### src/rtl/cam_pkg.sv
// Shared types and helpers for the camera-to-SRAM capture bridge.
package cam_pkg;

    typedef enum logic [1:0] {
        WAIT_VS = 2'd0,
        VBLANK  = 2'd1,
        FRAME   = 2'd2
    } cam_state_t;

    localparam int ERR_LINE  = 0;
    localparam int ERR_FRAME = 1;

    // Word address of the first word of a given line.
    function automatic int unsigned line_base(input int unsigned line,
                                              input int unsigned words_per_line);
        return line * words_per_line;
    endfunction

endpackage

### src/rtl/cam_xclk_gen.sv
// Sensor master clock divider; strobe marks the clk edge on which xclk rises.
module cam_xclk_gen #(
    parameter int XCLK_DIV = 2
) (
    input  logic clk,
    input  logic rst,
    output logic xclk,
    output logic strobe
);
    localparam int HALF = XCLK_DIV / 2;
    localparam int CW   = (HALF > 1) ? $clog2(HALF) : 1;

    logic [CW-1:0] cnt;
    logic          last;

    assign last   = (cnt == CW'(HALF - 1));
    assign strobe = last & ~xclk;

    always_ff @(posedge clk or posedge rst) begin
        if (rst) begin
            cnt  <= '0;
            xclk <= 1'b0;
        end else if (last) begin
            cnt  <= '0;
            xclk <= ~xclk;
        end else begin
            cnt  <= cnt + 1'b1;
        end
    end

endmodule

### src/rtl/cam_sram_writer.sv
// Camera capture to 16-bit SRAM bridge with geometry limits and sticky errors.
// Define CAM_DOUBLE_BUFFER_EN to add buf_sel and ping-pong address halves.
module cam_sram_writer
    import cam_pkg::*;
#(
    parameter int ADDR_W   = 18,
    parameter int H_BYTES  = 1280,
    parameter int V_LINES  = 480,
    parameter int XCLK_DIV = 2
) (
    input  logic                         clk,
    input  logic                         rst,
    input  logic                         enable,
    input  logic                         VSYNC,
    input  logic                         HREF,
    input  logic [7:0]                   din,
    output logic                         xclk,
    output logic                         WEb,
    output logic                         BLEb,
    output logic                         BHEb,
    output logic [ADDR_W-1:0]            SRAM_address,
    output logic [15:0]                  SRAM_data,
    output logic                         frame_done,
    output logic [$clog2(V_LINES+1)-1:0] line_cnt,
`ifdef CAM_DOUBLE_BUFFER_EN
    output logic                         buf_sel,
`endif
    output logic [1:0]                   err
);
    localparam int LW  = $clog2(V_LINES + 1);
    localparam int BW  = $clog2(H_BYTES + 1);
    localparam int WPL = H_BYTES / 2;

    cam_state_t    state, next_state;
    logic          strobe;
    logic          vs_prev, href_prev;
    logic [BW-1:0] byte_cnt;
    logic          vs_rise, vs_fall, frame_start, frame_end;
    logic          active, line_full, wr, href_rise, href_fall;
    logic [ADDR_W-1:0] wr_addr;

    cam_xclk_gen #(.XCLK_DIV(XCLK_DIV)) u_xclk (
        .clk    (clk),
        .rst    (rst),
        .xclk   (xclk),
        .strobe (strobe)
    );

    assign vs_rise = VSYNC & ~vs_prev;
    assign vs_fall = ~VSYNC & vs_prev;

    always_ff @(posedge clk or posedge rst) begin
        if (rst) state <= WAIT_VS;
        else     state <= next_state;
    end

    always_comb begin
        next_state  = state;
        frame_start = 1'b0;
        frame_end   = 1'b0;
        case (state)
            WAIT_VS: if (VSYNC) next_state = VBLANK;
            VBLANK: if (vs_fall && enable) begin
                next_state  = FRAME;
                frame_start = 1'b1;
            end
            FRAME: if (vs_rise) begin
                next_state = VBLANK;
                frame_end  = 1'b1;
            end
            default: next_state = WAIT_VS;
        endcase
    end

    // A VSYNC rise wins over any line activity on the same strobe (abort).
    assign active    = strobe && (state == FRAME) && !frame_end;
    assign line_full = (line_cnt == LW'(V_LINES));
    assign href_rise = HREF & ~href_prev;
    assign href_fall = ~HREF & href_prev;
    assign wr        = active && HREF && !line_full && (byte_cnt < BW'(H_BYTES));

`ifdef CAM_DOUBLE_BUFFER_EN
    assign wr_addr = ADDR_W'(line_base(32'(line_cnt), WPL) + 32'(byte_cnt >> 1))
                   | {buf_sel, {(ADDR_W-1){1'b0}}};
`else
    assign wr_addr = ADDR_W'(line_base(32'(line_cnt), WPL) + 32'(byte_cnt >> 1));
`endif

    always_ff @(posedge clk or posedge rst) begin
        if (rst) begin
            vs_prev      <= 1'b0;
            href_prev    <= 1'b0;
            byte_cnt     <= '0;
            line_cnt     <= '0;
            WEb          <= 1'b1;
            BLEb         <= 1'b1;
            BHEb         <= 1'b1;
            SRAM_address <= '0;
            SRAM_data    <= '0;
            frame_done   <= 1'b0;
            err          <= '0;
`ifdef CAM_DOUBLE_BUFFER_EN
            buf_sel      <= 1'b0;
`endif
        end else begin
            vs_prev    <= VSYNC;
            frame_done <= frame_end;
            WEb        <= 1'b1;
            BLEb       <= 1'b1;
            BHEb       <= 1'b1;
`ifdef CAM_DOUBLE_BUFFER_EN
            if (frame_end) buf_sel <= ~buf_sel;
`endif
            if (strobe) href_prev <= HREF;
            if (frame_start) begin
                line_cnt     <= '0;
                byte_cnt     <= '0;
                SRAM_address <= '0;
                href_prev    <= 1'b0;
            end else if (active) begin
                if (wr) begin
                    WEb          <= 1'b0;
                    BLEb         <= byte_cnt[0];
                    BHEb         <= ~byte_cnt[0];
                    SRAM_address <= wr_addr;
                    SRAM_data    <= {din, din};
                    byte_cnt     <= byte_cnt + 1'b1;
                end else if (HREF && !line_full) begin
                    err[ERR_LINE] <= 1'b1;
                end
                if (href_rise && line_full) err[ERR_FRAME] <= 1'b1;
                if (href_fall) begin
                    byte_cnt <= '0;
                    if (!line_full) line_cnt <= line_cnt + 1'b1;
                end
            end
        end
    end

endmodule

### config.mk
export PLATFORM = sky130hd
export DESIGN_NAME = cam_sram_writer
export DESIGN_NICKNAME = d
export VERILOG_FILES = /design/src/rtl/cam_pkg.sv /design/src/rtl/cam_xclk_gen.sv /design/src/rtl/cam_sram_writer.sv
export SDC_FILE = /design/constraint.sdc
export NUM_CORES = 1
export LEC_CHECK = 0
export ABC_AREA = 1
export CAP_MARGIN = 30
export CORE_AREA = 2 2 68 102
export DETAILED_ROUTE_END_ITERATION = 8
export DIE_AREA = 0 0 70 104
export HOLD_SLACK_MARGIN = 0.05
export PLACE_DENSITY = 0.75
export SETUP_SLACK_MARGIN = 0.5
export SYNTH_ARGS = -nofsm -noshare
export SYNTH_HDL_FRONTEND = slang
export SYNTH_SLANG_ARGS = --single-unit
### constraint.sdc
create_clock -name clk -period 3.3 [get_ports clk]
set_clock_uncertainty 0.05 [all_clocks]
set_input_delay 0.33 -clock clk [delete_from_list [all_inputs] [get_ports clk]]
set_output_delay 0.33 -clock clk [all_outputs]
set_load 0.05 [all_outputs]
======== Word level (Yosys, flattened, before mapping) ========
Index checks and enable logic that the tools add are counted.
storage, ports and cells
  register bits ........................... 66
  input bits .............................. 13
  output and inout bits ................... 50
  word-level logic and storage cells ...... 96
cells by class
  add/subtract/negate cells ............... 4
  multipliers ............................. 1
  order comparisons ....................... 1
  equality and inequality tests ........... 7
  multiplexer cells ....................... 31
  bitwise operators ....................... 14
  reductions and logical operators ........ 23
operators by type and width
  operator               number
  $mux 18                3
  $mux 11                4
  $mux 9                 4
  $add 18x10->18         1
  $mux 1                 16
  $reduce_and 3->1       4
  $add 11x1->11 const B  1
  $lt 11x11->1 const B   1
  $mul 9x3->11 const B   1
  $add 9x1->9 const B    1
  $eq 9x9->1 const B     1
  $not 1->1              9
  $logic_and 1x1->1      8
  $ne 2x2->1 const B     4
  $reduce_bool 2->1      4
  $mux 2                 3
  $pmux 2 s3             1
  $and 1x1->1            5
  $reduce_and 2->1       2
  $reduce_and 4->1       1
  $reduce_bool 3->1      1
  $eq 2x1->1 const B     1
  $eq 2x2->1 const B     1
  $logic_not 1->1        2
  2 further kinds        2

======== Longest topological paths before layout ========
  depth in word-level cells ............... 13
  gate-level depth with buffers ........... 14
  depth with buffers taken out ............ 14

======== Modules after synthesis ========
From an unflattened synthesis, not the netlist that was laid out.
second synthesis, totals
  cells, all modules ...................... 395
  area total of the unflattened synthesis .. 3,219.3 um^2
modules (own cells, without submodules)
  module           times used  cells each  area an instance (um^2)  seq. area each (um^2)
  cam_sram_writer  1           392         3,186.8                  1,405.1
  cam_xclk_gen     1           3           32.5                     25.0

======== Least setup slack after synthesis ========
No wires, ideal clock.
  path type ............................... register -> register
  start ................................... reg line_cnt[3]
  end ..................................... reg SRAM_address[17]
  library setup time ...................... 118 ps
  data arrival time ....................... 2,473 ps
  data required time ...................... 3,132 ps
  setup slack ............................. 659 ps
  cell stages (with the launch flop) ...... 12
  path buffers ............................ 0
  clock period less this slack ............ 2,641 ps
  cell sequence ........................... dfrtp_1 -> ha_1 -> ha_1 -> fa_1 -> xor2_1 -> inv_1 -> nor2_2 -> nand3_1 -> nor2_1 -> nand3_1 -> nand3_1 -> nand2_1
on the way
  cells in the longest elaborated chain, start to end .. 6
  elaborated cells on any way between the ends .. 11
  classes of those cells .................. add/sub (1); mul (1); eq/ne (1); mux (3); reduce/logical (5)
RTL lines
  what                                                                    line                    source
  from (decl)                                                             cam_sram_writer.sv:24   output logic [$clog2(V_LINES+1)-1:0] line_cnt,
  from (signal assigned)                                                  cam_sram_writer.sv:134  if (!line_full) line_cnt <= line_cnt + 1'b1;
  parallel branches: the longest is 6 deep, another holds $add 18x10->18  -
  to (signal assigned)                                                    cam_sram_writer.sv:125  SRAM_address <= wr_addr;
  to (decl)                                                               cam_sram_writer.sv:21   output logic [ADDR_W-1:0] SRAM_address,
Parallel ways; which one is timed is not known. The select of a mux whose other input is x is not followed.
A chain may end at the register's enable or synchronous reset.

======== Worst setup path in the final report ========
  start ................................... reg line_cnt[1]
  end ..................................... reg SRAM_address[17]
The elaborated chain is that of the path after synthesis.

==> results.toml <==
[sta]
hold_viol_final = 0
max_freq_mhz = 399
fin_setup_tns_ns = 0
grt_setup_unrepaired = "false"
worst_pin_slew_ns = 0.543
relSlewSlack = 0.637
finalSetupViolCount = 0
drv_slew = 0
period_share = 0.760
fin_crit_ns = 2.51

[synth]
ys_top_cells_by_area = "dfrtp_1, nand2_1, ha_1, inv_1, nand3_1"
synth_area_um2 = 3230
yosysTopAreaCell = "dfrtp_1"
synth.top_cell.area_share = 0.418
ys_seq_area_frac = 0.443
synth_edf_count = 0
synth_compound_area_frac = 0.0933
synthXorXnorAreaFrac = 0.0217
synth_top_family_by_area = "simple AND/OR/NAND/NOR gates"
synth.avg_cell_area_um2 = 8.22
synth_fa_ha_area_frac = 0.0899
synth_fp_nets = 428
synthCells = 393
muxShareOfSynthArea = 0
synthSimpleGateAreaFrac = 0.263
yosysUniqueCellTypes = 33
ys_seq_elements = 57
synth_ff_type = "dfrtp_1"
async_flop_share = 1.00
yosysWarnings = 0

[worst_setup_path]
crit_required_ns = 3.48
r2r_setup_slack_ns = 0.79
critPathKind = "flop to flop"
slowest_delay_ns = 0.44
path_max_fanout = 5
slowest_stage = "dfrtp_1"
start_kind = "flop"
crit_family = "adder cells"
end_kind = "flop"
critPathLaunch = "line_cnt[1]"
path_common_cell = "nand3_1"
reg2reg_from = "line_cnt[1]"
path_cells = "ha_1 > ha_1 > fa_1 > xor2_1 > inv_1 > nor2_2 > nand3_1 > nor2_1 > nand3_1 > nand3_1 > nand2_1"
crit_end = "SRAM_address[17]"
reg2reg_to = "SRAM_address[17]"
cp_data_arrival_time_ns = 2.69
cp_num_buf_inv = 1
reg2regPathDepth = 11
path_depth = 11

[die]
num_rows = 36
coreArea_um2 = 6400
initial_core_util = 0.505
ios = 63
chipWidth_um = 70
die_h_um = 104
dieArea_um2 = 7280

[pwr]
p_leak_nw = 1.99
ir_drop_mv = 0.471
powerDensity_nw_per_um2 = 671

[clock_network]
cts_setup_buffers = 0
clk_latency_ns = 0.34
cts.clk_slew.worst_paths_ns = 0.07
hold_buffers = 0
numCtsBuffers = 9
cts-root-buf = "clkbuf_8"
cts_tree = "yes"
cts.path.max_buffers = 2
cts.sinks = 57
htreeDepth = 3
cts-resized-gates = 0

[route]
wl_per_cell_um = 13.0
ant_nets = 0
via_count = 2769
drc = 0
drtIter0Drc = 156
drt-vias-per-instance = 5.19
routed_wl_um = 6960
dr.pass1.iters = 4

[layout]
drive_gt1_frac = 0.0852
final_common_cell = "nand2_1"
area_delta_synth_final_pct = 25.5
antennaDiodeCount = 0
fin_nets = 488
layout_common_cells = "nand2_1, clkdlybuf4s50_1, dfrtp_1"
final_util = 0.634

[global_route]
grt_start_max_net_pins = 27
antenna_found_initial = 0
grt_pass1_vias = 2733
gr-usage-all-layers = 0.206
overflow = 0
grt_first_pass_wirelength_um = 12200

[place]
finalWeightedCongestion = 0.884
hpwl_um = 4940
io_buffer_count = 62

[job]
max_cap_violations = 0

[hold_path]
hp-class = "input pin to asynchronous set/reset pin"

[outcome]
outcome = "complete, no violations"
[synth_stat cells (all sizes together) (2+ instances only)]
cell	number
o21ai	26
nand4	8
nand3	29
fa	2
inv	48
buf	15
a22o	3
xor2	5
nor2	31
nor3b	3
xnor2	3
dfstp	3
a21oi	19
nand2	110
dfrtp	54
nor3	8
ha	20
[per-stage QoR]
step	total power, mW	std cells	worst slack, ns	hold slack [ns]	instance area (µm²)
after floorplan	1.75	393	0.659	0.311	3230
after global placement	2.03	518	0.885	0.406	3850
after detailed placement	2.05	518	0.811	0.408	3850
after CTS	2.74	534	0.800	0.291	4060
after global routing	2.87	534	0.621	0.323	4060
final	2.72	534	0.793	0.277	4060
[layer usage]
layer / share of wire / global-route usage / vias up
met5: 0 / 0 / -
met4: 0.027 / 0.107 / 0
met2: 0.49 / 0.350 / 85
met1: 0.43 / 0.245 / 1284
met3: 0.056 / 0.0378 / 14
li1: - / - / 1386
[kinds of logic (layout without fill, tap and decap cells)]
group	count (synthesis)	after routing
xor gates and xnor gates	8	8
adders and majority gates	22	22
and+or+nand+nor	190	190
AOI/OAI and AO/OA	53	53
buffers and inverters	63	128
DFF	57	57
[layout make-up]
| class | count | area, µm² |
|---|---|---|
| flip-flops and latches | 57 | 1430 |
| inverters | 48 | 180 |
| fillers | 556 | 2340 |
| repair buffers | 64 | 636 |
| multi-input cells | 273 | 1510 |
| well taps | 76 | 95.1 |
| clock inverters | 6 | 66.3 |
| clock buffers | 10 | 138 |
[registers in the layout, indices dropped and copies added, names as in the netlist]
signal / flops
BHEb: 1
BLEb: 1
SRAM_address: 18
SRAM_data: 8
WEb: 1
byte_cnt: 11
err: 2
frame_done: 1
href_prev: 1
line_cnt: 9
state: 2
u_xclk.xclk: 1
vs_prev: 1
[worst min path at each step]
stage,slack (ns),cells past startpoint,endpoint,startpoint
3_5_place_dp,0.41,2,err[1],err[1]
6_report,0.28,2,SRAM_data[11],rst
4_1_cts,0.29,2,SRAM_data[10],rst
3_3_place_gp,0.41,1,BHEb,byte_cnt[0]
2_1_floorplan,0.31,0,vs_prev,VSYNC
5_1_grt,0.32,2,SRAM_data[8],rst
[power breakdown]
group / leakage [nW] / internal [mW] / switching (mW)
sequential: 0.747 / 0.825 / 0.119
combinational: 1.14 / 0.368 / 0.740
clock: 0.0949 / 0.370 / 0.300
total: 1.99 / 1.56 / 1.16
(Power assumes the default switching activity.)
